$ cat src/rtl/microcode_sequencer_if.sv
// rtl/microcode_sequencer_if.sv - opcode/flag inputs and control lines between the sequencer and the datapath
interface microcode_sequencer_if;
  logic [3:0] opcode;
  logic       carry;
  logic       zero;
  logic [2:0] step;
  logic       halt;
  logic       pc_out;
  logic       pc_enable;
  logic       jump;
  logic       mem_addr_in;
  logic       ram_in;
  logic       ram_out;
  logic       instr_in;
  logic       instr_out;
  logic       a_in;
  logic       a_out;
  logic       b_in;
  logic       alu_out;
  logic       subtract;
  logic       flags_in;
  logic       out_in;

  modport master (
    input  opcode, carry, zero,
    output step, halt, pc_out, pc_enable, jump, mem_addr_in, ram_in, ram_out,
           instr_in, instr_out, a_in, a_out, b_in, alu_out, subtract, flags_in, out_in
  );

  modport slave (
    output opcode, carry, zero,
    input  step, halt, pc_out, pc_enable, jump, mem_addr_in, ram_in, ram_out,
           instr_in, instr_out, a_in, a_out, b_in, alu_out, subtract, flags_in, out_in
  );
endinterface

$ cat src/rtl/microcode_sequencer.sv
// rtl/microcode_sequencer.sv - T0..T4 microstep sequencer and control decode; MICROCODE_SEQUENCER_COND_JUMP_EN enables JC/JZ
module microcode_sequencer (
  input  logic                  clk,
  input  logic                  rst,
  microcode_sequencer_if.master bus
);
  typedef enum logic [2:0] {T0 = 3'd0, T1 = 3'd1, T2 = 3'd2, T3 = 3'd3, T4 = 3'd4} step_t;

  localparam logic [3:0] OP_LDA = 4'b0001;
  localparam logic [3:0] OP_ADD = 4'b0010;
  localparam logic [3:0] OP_SUB = 4'b0011;
  localparam logic [3:0] OP_STA = 4'b0100;
  localparam logic [3:0] OP_LDI = 4'b0101;
  localparam logic [3:0] OP_JMP = 4'b0110;
  localparam logic [3:0] OP_JC  = 4'b0111;
  localparam logic [3:0] OP_JZ  = 4'b1000;
  localparam logic [3:0] OP_OUT = 4'b1110;
  localparam logic [3:0] OP_HLT = 4'b1111;

  step_t step_q;
  logic  halted_q;
  logic  hlt_now;

  assign hlt_now = (step_q == T2) && (bus.opcode == OP_HLT);

  // HLT parks the counter at T2 instead of advancing.
  always_ff @(posedge clk) begin
    if (rst) begin
      step_q   <= T0;
      halted_q <= 1'b0;
    end else if (!halted_q) begin
      if (hlt_now) begin
        halted_q <= 1'b1;
      end else begin
        case (step_q)
          T0:      step_q <= T1;
          T1:      step_q <= T2;
          T2:      step_q <= T3;
          T3:      step_q <= T4;
          default: step_q <= T0;
        endcase
      end
    end
  end

`ifndef MICROCODE_SEQUENCER_COND_JUMP_EN
  logic unused_flags;
  assign unused_flags = bus.carry ^ bus.zero;
`endif

  // Only one bus driver per step: pc_out, ram_out, instr_out, a_out, alu_out.
  always_comb begin
    bus.pc_out      = 1'b0;
    bus.pc_enable   = 1'b0;
    bus.jump        = 1'b0;
    bus.mem_addr_in = 1'b0;
    bus.ram_in      = 1'b0;
    bus.ram_out     = 1'b0;
    bus.instr_in    = 1'b0;
    bus.instr_out   = 1'b0;
    bus.a_in        = 1'b0;
    bus.a_out       = 1'b0;
    bus.b_in        = 1'b0;
    bus.alu_out     = 1'b0;
    bus.subtract    = 1'b0;
    bus.flags_in    = 1'b0;
    bus.out_in      = 1'b0;
    if (!rst && !halted_q) begin
      case (step_q)
        T0: begin
          bus.pc_out      = 1'b1;
          bus.mem_addr_in = 1'b1;
        end
        T1: begin
          bus.ram_out   = 1'b1;
          bus.instr_in  = 1'b1;
          bus.pc_enable = 1'b1;
        end
        T2: begin
          case (bus.opcode)
            OP_LDA, OP_ADD, OP_SUB, OP_STA: begin
              bus.instr_out   = 1'b1;
              bus.mem_addr_in = 1'b1;
            end
            OP_LDI: begin
              bus.instr_out = 1'b1;
              bus.a_in      = 1'b1;
            end
            OP_JMP: begin
              bus.instr_out = 1'b1;
              bus.jump      = 1'b1;
            end
`ifdef MICROCODE_SEQUENCER_COND_JUMP_EN
            OP_JC: begin
              bus.instr_out = bus.carry;
              bus.jump      = bus.carry;
            end
            OP_JZ: begin
              bus.instr_out = bus.zero;
              bus.jump      = bus.zero;
            end
`endif
            OP_OUT: begin
              bus.a_out  = 1'b1;
              bus.out_in = 1'b1;
            end
            default: ;
          endcase
        end
        T3: begin
          case (bus.opcode)
            OP_LDA: begin
              bus.ram_out = 1'b1;
              bus.a_in    = 1'b1;
            end
            OP_ADD, OP_SUB: begin
              bus.ram_out  = 1'b1;
              bus.b_in     = 1'b1;
              bus.subtract = (bus.opcode == OP_SUB);
            end
            OP_STA: begin
              bus.a_out  = 1'b1;
              bus.ram_in = 1'b1;
            end
            default: ;
          endcase
        end
        T4: begin
          if (bus.opcode == OP_ADD || bus.opcode == OP_SUB) begin
            bus.alu_out  = 1'b1;
            bus.a_in     = 1'b1;
            bus.flags_in = 1'b1;
            bus.subtract = (bus.opcode == OP_SUB);
          end
        end
        default: ;
      endcase
    end
  end

  assign bus.step = step_q;
  assign bus.halt = !rst && (halted_q || hlt_now);
endmodule
$ cat src/flat_wrapper.sv
// flat-port wrapper written by rule: the top's interface ports become plain ports
module microcode_sequencer_flat 
  (clk, rst, bus_opcode, bus_carry, bus_zero, bus_step, bus_halt, bus_pc_out, bus_pc_enable, bus_jump, bus_mem_addr_in, bus_ram_in, bus_ram_out, bus_instr_in, bus_instr_out, bus_a_in, bus_a_out, bus_b_in, bus_alu_out, bus_subtract, bus_flags_in, bus_out_in);
  microcode_sequencer_if bus_i ();
  input  logic clk;
  input  logic rst;
  input wire logic [$bits(bus_i.opcode)-1:0] bus_opcode;
  input wire logic [$bits(bus_i.carry)-1:0] bus_carry;
  input wire logic [$bits(bus_i.zero)-1:0] bus_zero;
  output wire logic [$bits(bus_i.step)-1:0] bus_step;
  output wire logic [$bits(bus_i.halt)-1:0] bus_halt;
  output wire logic [$bits(bus_i.pc_out)-1:0] bus_pc_out;
  output wire logic [$bits(bus_i.pc_enable)-1:0] bus_pc_enable;
  output wire logic [$bits(bus_i.jump)-1:0] bus_jump;
  output wire logic [$bits(bus_i.mem_addr_in)-1:0] bus_mem_addr_in;
  output wire logic [$bits(bus_i.ram_in)-1:0] bus_ram_in;
  output wire logic [$bits(bus_i.ram_out)-1:0] bus_ram_out;
  output wire logic [$bits(bus_i.instr_in)-1:0] bus_instr_in;
  output wire logic [$bits(bus_i.instr_out)-1:0] bus_instr_out;
  output wire logic [$bits(bus_i.a_in)-1:0] bus_a_in;
  output wire logic [$bits(bus_i.a_out)-1:0] bus_a_out;
  output wire logic [$bits(bus_i.b_in)-1:0] bus_b_in;
  output wire logic [$bits(bus_i.alu_out)-1:0] bus_alu_out;
  output wire logic [$bits(bus_i.subtract)-1:0] bus_subtract;
  output wire logic [$bits(bus_i.flags_in)-1:0] bus_flags_in;
  output wire logic [$bits(bus_i.out_in)-1:0] bus_out_in;
  assign bus_i.opcode = bus_opcode;
  assign bus_i.carry = bus_carry;
  assign bus_i.zero = bus_zero;
  assign bus_step = bus_i.step;
  assign bus_halt = bus_i.halt;
  assign bus_pc_out = bus_i.pc_out;
  assign bus_pc_enable = bus_i.pc_enable;
  assign bus_jump = bus_i.jump;
  assign bus_mem_addr_in = bus_i.mem_addr_in;
  assign bus_ram_in = bus_i.ram_in;
  assign bus_ram_out = bus_i.ram_out;
  assign bus_instr_in = bus_i.instr_in;
  assign bus_instr_out = bus_i.instr_out;
  assign bus_a_in = bus_i.a_in;
  assign bus_a_out = bus_i.a_out;
  assign bus_b_in = bus_i.b_in;
  assign bus_alu_out = bus_i.alu_out;
  assign bus_subtract = bus_i.subtract;
  assign bus_flags_in = bus_i.flags_in;
  assign bus_out_in = bus_i.out_in;
  microcode_sequencer u_core (.clk(clk), .rst(rst), .bus(bus_i));
endmodule
$ cat config.mk
export PLATFORM = sky130hd
export DESIGN_NAME = microcode_sequencer_flat
export DESIGN_NICKNAME = d
export VERILOG_FILES = /design/src/rtl/microcode_sequencer_if.sv /design/src/rtl/microcode_sequencer.sv /design/src/flat_wrapper.sv
export SDC_FILE = /design/constraint.sdc
export NUM_CORES = 1
export LEC_CHECK = 0
export CAP_MARGIN = 20
export CORE_UTILIZATION = 36
export CTS_CLUSTER_DIAMETER = 60
export DETAILED_ROUTE_END_ITERATION = 12
export PLACE_DENSITY = 0.81
export SETUP_SLACK_MARGIN = 0.4
export SYNTH_ARGS = -nofsm -noshare
export SYNTH_HDL_FRONTEND = slang
export SYNTH_SLANG_ARGS = --single-unit
$ cat constraint.sdc
create_clock -name clk -period 3.72 [get_ports clk]
set_input_delay 1.116 -clock clk [delete_from_list [all_inputs] [get_ports clk]]
set_output_delay 1.116 -clock clk [all_outputs]
set_load 0.03 [all_outputs]
* Yosys cells after proc, flatten, opt, wreduce, memory -nomap -nowiden
Index checks and enable logic that the tools add are counted.
** Word-level totals
- Bits in writable memories :: 0
- Bits in latches :: 0
- Memories kept :: 0
- Bits in read-only memories :: 0
- Flip-flop bits (word level) :: 4
- Output and inout bits :: 19
** Operators by class
- Add/subtract/negate cells :: 0
- Shift operators :: 0
- Div/mod/pow operators :: 0
- Bitwise operators :: 2
- Equality and inequality tests :: 12
- Multiply operators :: 0
- Reductions and logical operators :: 13
- Multiplexer cells :: 41
- Magnitude comparators :: 0
** Operators with widths (number)
- $mux 1 :: 35
- $eq 4x3->1 const B :: 3
- $pmux 3 s4 :: 1
- $eq 4x2->1 const B :: 2
- $eq 4x4->1 const B :: 2
- $pmux 1 s2 :: 4
- $eq 3x2->1 const B :: 2
- $reduce_or 6->1 :: 1
- $eq 4x1->1 const B :: 1
- $reduce_or 4->1 :: 1
- $eq 3x1->1 const B :: 1
- $eq 3x3->1 const B :: 1
- $logic_and 1x1->1 :: 3
- $logic_not 3->1 :: 1
- $pmux 1 s3 :: 1
- $reduce_or 3->1 :: 1
- $logic_not 1->1 :: 2
- $logic_or 1x1->1 :: 2
- $not 1->1 :: 2
- $reduce_and 2->1 :: 1
- $reduce_or 2->1 :: 1

* Depth between registers and ports, before layout
Gate-level depths: netlist of run 1.
- Depth after elaboration :: 5
- Mapped depth :: 5

* Worst setup path before layout of run 1
Ideal clock, no wire load.
- Path type :: input -> output
- From :: in rst
- To :: out bus_flags_in
- Slack :: -0.125 ns
- Stages :: 5
- Path buffers :: 2
- Arrival time :: 2.729 ns
- Data required time :: 2.604 ns
- Cells stage by stage :: buf_2 -> or3_4 -> or3b_4 -> nor2_1 -> buf_4
** On the way
- Cells in the longest elaborated chain, start to end :: 3
** Ends and longest elaborated chain
- start: declaration :: line flat_wrapper.sv:6 : input logic rst;
- $logic_not 1->1 :: line microcode_sequencer.sv:68 : if (!rst && !halted_q) begin
- $logic_and 1x1->1 :: line microcode_sequencer.sv:68
- $mux 1
- end: declaration :: line flat_wrapper.sv:25 : output wire logic [$bits(bus_i.flags_in)-1:0] bus_flags_in;
No other way between the ends.

* Worst setup path after layout of run 1
- From :: in rst
- To :: out bus_subtract
** On the way
- Cells in the longest elaborated chain, start to end :: 3
** Ends and longest elaborated chain
- $logic_not 1->1 :: line microcode_sequencer.sv:68
- $logic_and 1x1->1 :: line microcode_sequencer.sv:68
- $mux 1 :: line microcode_sequencer.sv:68
- end: declaration :: line flat_wrapper.sv:24 : output wire logic [$bits(bus_i.subtract)-1:0] bus_subtract;
No other way between the ends.

==> results of run 1 <==
[repair_timing]
item | CTS | global route
pin swaps | 5 | 5
gates resized for setup | 29 | 0
setup endpoints to repair | 16 | 8
setup buffers | 0 | 0
[sequential cells by signal (all words and copies together), names as in the netlist]
register         count
u_core.bus.step      3
u_core.halted_q      1
[Yosys cell counts (all sizes together)]
cell    count
o21ai       1
nor4        1
xnor2       1
nor3        5
nor4b       1
nor3b       2
dfxtp       4
a211oi      1
o31ai       2
nor2b       2
or3b        3
or4b        2
or3         3
inv         1
a31oi       1
nand2      11
a21oi       5
o22ai       1
clkbuf      2
o21bai      1
buf         6
and2b       1
nand3       2
nand2b      2
or2b        1
or4         1
nor2        5
[where the power goes]
group / total (mW) / internal, mW / switching [mW]
Combinational: 0.0752 / 0.0338 / 0.0414
Clock: 0.0535 / 0.0361 / 0.0174
Sequential: 0.0558 / 0.0458 / 0.0100
[critical path, delay by kind of cell]
| kind | cells | cell delay, ps |
|---|---|---|
| buf+inv | 2 | 250 |
| compound gates | 1 | 180 |
| simple gates | 2 | 810 |
[area by class of cell]
class                           count  area (µm²)
Sequential cell                     4        80.1
Timing Repair Buffer               33         274
Inverter                            1        3.75
Clock buffer                        3        22.5
Tap cell                           14        17.5
Fill cell                         112         365
Multi-Input combinational cell     55         408
[through the flow]
stage	worst slack [ps]	power (mW)	std cells
after detailed placement	-116	0.132	107
after CTS	174	0.186	110
after global placement	-111	0.131	107
after global routing	215	0.194	110
final	253	0.184	110
after floorplan	210	0.106	68
[final timing paths]
kind	startpoint	endpoint	slack (ps)	depth (start not counted)
setup / recovery	rst	bus_subtract	250	5
hold / removal	u_core.halted_q	u_core.bus.step[2]	580	2
setup reg to reg	u_core.bus.step[1]	u_core.halted_q	2020	4
hold reg to reg	u_core.halted_q	u_core.bus.step[2]	580	2
[layer usage]
layer | GRT usage, % | share of wire (%)
met1 | 24.0 | 44
met2 | 36.4 | 49
met3 | 5.23 | 5.1
met4 | 7.76 | 1.8
met5 | 0 | 0
[logic make-up after synthesis]
| kind of cell | Yosys count | share of synthesized area [%] |
|---|---|---|
| DFF | 4 | 16.8 |
| xor gates and xnor gates | 1 | 1.83 |
| buffers and inverters | 9 | 12.3 |
| AOI/OAI and AO/OA | 12 | 16.2 |
| and+or+nand+nor | 42 | 52.9 |
[cell usage in the layout, fill, tap and decap left out, types with 2 or more instances in the layout]
master	synthesis	routed
or3b_4	2	2
dfxtp_1	4	4
a21oi_1	5	4
nand3_1	2	2
nor2b_1	2	2
nand2_1	11	11
clkdlybuf4s50_1	0	3
buf_6	2	7
buf_2	2	3
nand2b_1	2	2
buf_4	2	20
nor3_1	4	4
nor2_1	5	3
or3_1	2	2
clkbuf_4	0	3
==> reports/metrics.yaml, run 1 <==
status: "finished clean"
power_leakage_nw: 0.309
clock-root-buffer: "clkbuf_4"
grt_pass1_vias: 519
postLayoutCellArea_um2: 806
finalSetupTns_ps: 0
ant_nets: 0
synth-seq-area-share_pct: 16.8
drt_pass1_iterations: 4
syn_inst: 68
fin_util_pct: 68.8
cts_tree: "done"
num_vias: 590
routed_wl_mm: 1.36
crit_top_cell: "buf_6"
num_io_pins: 27
rsz0062_at_grt: "yes"
slowest_delay_ps: 430
holdWs_ps: 582
grt_max_degree: 17
drive_gt1_share_pct: 49.0
timing.final.crit_share_pct: 93.2
insertion_delay_ps: 230
numPortBuffers: 24
drc: 0
hp-class: "reg2reg"
setup_viol: 0
cts.sinks: 4
path_clk_slew_ps: 40
yosys-top-cells-area: "dfxtp_1, nand2_1, a21oi_1"
cpMaxStageDelayCell: "or3b_4"
cap_violations: 0
place_hpwl_mm: 1.05
power_density_mw_per_mm2: 229
antenna_found_initial: 0
place_area_um2: 772
ys_ff_latch: 4
overflow: 0
area_growth_syn_to_layout_pct: 68.6
final_hold_viol_count: 0
cp-start-kind: "primary input"
routedWlPerCell_um: 12.4
htree_levels: 1
place_congestion: 0.795
worst-path-max-fanout: 3
cp.arrival_ps: 2350
peakVddDrop_v: 0.000248
drtIter0Drc: 8
skew_ps: 5.87
cp-end-kind: "primary output"
core_area_mm2: 0.00117
via_per_inst: 5.36
die_x_um: 38.4
period_needed_ps: 3470
synth_warnings: 0
max_freq_mhz: 288
num_rows: 12
diodes: 0
slew_violations: 0
grt_use_total_pct: 20.8
netlist.top_cell.by_area: "dfxtp_1"
synthesis.area_um2: 478
synth_top_area_share_pct: 16.8
maxSlewHeadroom_pct: 65.1
die_h_um: 38.4
syn-num-nets: 76
initial_core_util_pct: 40.8
worst_pin_slew_ps: 522
critPathRequiredTime_ps: 2600
clk_path_buf_depth: 2
die-area_mm2: 0.00148
crit_type: "in2out"
grt_pass1_wl_mm: 2.15
postSynthAreaPerCell_um2: 7.03
path_cells: "buf_6, or3_4, or3b_4, a211oi_4, buf_6"
ys_types: 33
cts_made_buffers: 3
final_nets: 106
hold_buffers: 0
No activity file was read; power rests on OpenSTA's default activity.
==> inputs of run 2 (changes only) <==
--- a/config.mk
+++ b/config.mk
@@ -10,7 +10,7 @@
 export CTS_CLUSTER_DIAMETER = 60
 export DETAILED_ROUTE_END_ITERATION = 12
 export PLACE_DENSITY = 0.81
-export SETUP_SLACK_MARGIN = 0.4
+export SETUP_SLACK_MARGIN = 0.05
 export SYNTH_ARGS = -nofsm -noshare
 export SYNTH_HDL_FRONTEND = slang
 export SYNTH_SLANG_ARGS = --single-unit
==> run 2 against run 1 <==
  * First-iteration DRC count rose by 13%
  * Total power fell by 3.7%
  * Final cell count fell by 0.91%
  * Fmax fell by 3.6%
==> reports/metrics.yaml, run 2 (synthesis results as in run 1) <==
status: "finished clean"
timing.final.crit_share_pct: 96.7
core_area_mm2: 0.00117
numPortBuffers: 24
cp.arrival_ps: 2480
worst_pin_slew_ps: 507
routed_wl_mm: 1.28
place_hpwl_um: 927
die_x_um: 38.4
hp-class: "reg2reg"
mostFrequentLayoutCells: "buf_4, nand2_1"
cts_tree: "done"
slew_violations: 0
worst-path-max-fanout: 8
dp_cells: 106
grt_max_degree: 17
diodes: 0
cp-end-kind: "primary output"
skew_ps: 1.04
path_cells: "dlygate4sd2_1, buf_6, xnor2_1, or4_1, a21oi_2, buf_6"
hold_buffers: 0
via_per_inst: 5.23
num_vias: 570
antenna_found_initial: 0
grt_pass1_vias: 482
largest_reg_flops: 3
final_hold_viol_count: 0
maxSlewHeadroom_pct: 66.2
cts.sinks: 4
cts_made_buffers: 3
clk_path_buf_depth: 2
fin_util_pct: 63.6
insertion_delay_ps: 230
power_leakage_nw: 0.296
grt_use_total_pct: 18.6
critPathRequiredTime_ps: 2600
cp-start-kind: "primary input"
final_common_cell: "buf_4"
overflow: 0
htree_levels: 1
finalSetupTns_ps: 0
crit_top_cell: "buf_6"
drt_pass1_iterations: 3
die-area_mm2: 0.00148
num_rows: 12
dp_slack_ps: -101
place_congestion: 0.832
period_needed_ps: 3600
final_nets: 105
hold_path_depth: 2
instances_no_fill: 109
max_freq_mhz: 278
drc: 0
die_h_um: 38.4
ant_nets: 0
area_growth_syn_to_layout_pct: 55.8
routedWlPerCell_um: 11.8
n_fill_cell: 111
drtIter0Drc: 9
grt_pass1_wl_mm: 1.97
drive_gt1_share_pct: 38.9
power_density_mw_per_mm2: 239
cpMaxStageDelayCell: "or4_1"
peakVddDrop_v: 0.000198
path_clk_slew_ps: 40
crit_type: "in2out"
cts_setup_buffers: 0
num_io_pins: 27
cap_violations: 0
rsz0062_at_grt: "no"
setup_viol: 0
initial_core_util_pct: 40.8
clock-root-buffer: "clkbuf_4"
slowest_delay_ps: 530
r2r_cells: 3
fin_ws_ps: 122
## run 2: changes by cell type in the layout (fill, tap and decap cells not counted), moves of 2 or more
| cell | delta |
|---|---|
| buf_6 | -5 |
| buf_2 | -3 |
| dlygate4sd2_1 | +4 |
| buf_4 | +2 |
## run 2: layout make-up
| class | count | area, µm² | share of cell area, % |
|---|---|---|---|
| multi-input cells | 55 | 358 | 48.1 |
| well taps | 14 | 17.5 | 2.35 |
| inverters | 1 | 3.75 | 0.504 |
| repair buffers | 32 | 263 | 35.3 |
| flip-flops and latches | 4 | 80.1 | 10.8 |
| clock buffers | 3 | 22.5 | 3.03 |
## run 2: metal layers
metal,track usage [%],up-vias,wire (µm)
li1,-,296,-
met1,22.1,261,601
met2,33.5,13,642
met3,0,0,41
met4,10.3,0,0
met5,0,-,0
## run 2: path summary, 6_finish.rpt
kind,slack (ps),to,start
min,580,u_core.bus.step[1],u_core.halted_q
max,120,bus_a_in,bus_opcode[2]
max reg2reg,2260,u_core.halted_q,u_core.bus.step[1]
min reg2reg,580,u_core.bus.step[1],u_core.halted_q
## run 2: per-stage QoR
stage               hold WS, ps  cell area (µm²)  power, mW
finish                      577              744      0.178
global route                610              744      0.190
CTS                         573              744      0.180
detailed placement          566              716      0.126
global placement            559              716      0.125
floorplan                   558              493     0.0993
## run 2: worst max-delay path, delay by kind of cell
family / cells / cell delay, ps
simple gates: 1 / 530
buf+inv: 3 / 550
xor+xnor: 1 / 110
compound gates: 1 / 180
## run 2: power breakdown
part           total [mW]  switching [mW]  internal (mW)
Combinational      0.0698          0.0389         0.0310
Clock              0.0532          0.0171         0.0360
Sequential         0.0546         0.00887         0.0458
## run 2: what timing repair did
action / CTS / global route
resized for setup: 9 / 0
endpoints found under the setup margin: 8 / 1
pin swaps: 6 / 1
==> inputs of run 3 (changes only) <==
--- a/config.mk
+++ b/config.mk
@@ -10,7 +10,8 @@
 export CTS_CLUSTER_DIAMETER = 60
 export DETAILED_ROUTE_END_ITERATION = 12
 export PLACE_DENSITY = 0.81
-export SETUP_SLACK_MARGIN = 0.05
+export RECOVER_POWER = 25
+export SETUP_SLACK_MARGIN = 0.4
 export SYNTH_ARGS = -nofsm -noshare
 export SYNTH_HDL_FRONTEND = slang
 export SYNTH_SLANG_ARGS = --single-unit
==> run 3 against run 2 <==
  * Fmax up 3.7%
  * Global-route usage increased by 2.2 points
  * Combinational power grew 5.4%
  * First-iteration DRC count unchanged
  * Largest power group unchanged
  * Via count up 3.5%
  * Total power up 3.0%
  * Utilization increased by 4.0 points
  * Clock power hardly changed
  * Final cell count increased by 0.92%
  * Routed wire length grew 6.7%
  * Register-to-register slack lost 240 ps
==> reports/metrics.yaml, run 3 (synthesis results as in run 1) <==
hold_buffers: 0
area_growth_syn_to_layout_pct: 65.4
via_per_inst: 5.36
die_x_um: 38.4
grt_use_total_pct: 20.8
n_fill_cell: 118
fin_util_pct: 67.5
worst-path-max-fanout: 3
cts_tree: "done"
drtIter0Drc: 9
maxSlewHeadroom_pct: 64.8
fin_ws_ps: 250
clk_path_buf_depth: 2
critPathRequiredTime_ps: 2600
cp.arrival_ps: 2350
worst_pin_slew_ps: 528
core_area_mm2: 0.00117
crit_type: "in2out"
routedWlPerCell_um: 12.5
power_density_mw_per_mm2: 231
die_h_um: 38.4
cp-end-kind: "primary output"
diodes: 0
final_common_cell: "buf_4"
num_rows: 12
max_freq_mhz: 288
grt_max_degree: 17
cap_violations: 0
multi_input_area_um2: 408
mostFrequentLayoutCells: "buf_4, nand2_1, buf_6"
grt_use_met3_pct: 5.23
rsz0062_at_grt: "yes"
grt_use_met2_pct: 36.4
htree_levels: 1
grt_pass1_vias: 519
antenna_found_initial: 0
top_usage_layer: "met2"
num_io_pins: 27
grt_pass1_wl_mm: 2.15
drt_pass1_iterations: 5
place_congestion: 0.795
finalSetupTns_ps: 0
postLayoutCellArea_um2: 791
drive_gt1_share_pct: 45.8
place_hpwl_mm: 1.05
skew_ps: 5.98
grtUsageMet1_pct: 24.0
drc: 0
final_nets: 106
setup_viol: 0
period_needed_ps: 3470
cts_made_buffers: 3
place_area_um2: 772
largest_reg_flops: 3
seq_area_um2: 80.1
instances_no_fill: 110
num_vias: 590
slew_violations: 0
final_hold_viol_count: 0
dp_slack_ps: -116
dp_cells: 107
insertion_delay_ps: 230
holdWs_ps: 589
power_leakage_nw: 0.301
totalPowerFinal_mw: 0.183
cts_setup_buffers: 0
cts.sinks: 4
timing.final.crit_share_pct: 93.3
overflow: 0
initial_core_util_pct: 40.8
peakVddDrop_v: 0.000248
clock-root-buffer: "clkbuf_4"
status: "finished clean"
die-area_mm2: 0.00148
path_clk_slew_ps: 40
ant_nets: 0
cp-start-kind: "primary input"
numPortBuffers: 24
hp-class: "reg2reg"
routed_wl_mm: 1.37
[run 3: layer usage]
layer / up-vias / share of wire, % / wire length, µm
li1: 298 / - / -
met1: 270 / 44 / 605
met2: 20 / 49 / 672
met3: 2 / 5.0 / 68
met4: 0 / 1.8 / 24
met5: - / 0 / 0
[run 3: cell type report]
class	instances	share of cell area, %
clock buffer	3	2.85
inverter	1	0.475
multi-input combinational	55	51.6
sequential	4	10.1
tap	14	2.22
timing repair buffer	33	32.8
[run 3: power breakdown]
part | leakage [nW] | switching (mW) | internal, mW
Sequential | 0.0328 | 0.0101 | 0.0458
Clock | 0.0138 | 0.0174 | 0.0361
Combinational | 0.254 | 0.0414 | 0.0322
Total | 0.301 | 0.0689 | 0.114
[run 3: timing repair]
action | 4_1_cts | 5_1_grt
setup endpoints to repair | 16 | 8
pin swaps | 5 | 5
resized for setup | 29 | 0
[run 3: worst max-delay path: stages]
cell      delay, ps
clkbuf_1         90
or3_4           380
or3b_4          430
a211oi_4        180
buf_6           160
[run 3: final timing paths]
kind,cells past startpoint,startpoint,slack [ps],end
max,5,rst,250,bus_subtract
min,2,u_core.halted_q,590,u_core.bus.step[2]
max reg2reg,4,u_core.bus.step[1],2020,u_core.halted_q
min reg2reg,2,u_core.halted_q,590,u_core.bus.step[2]
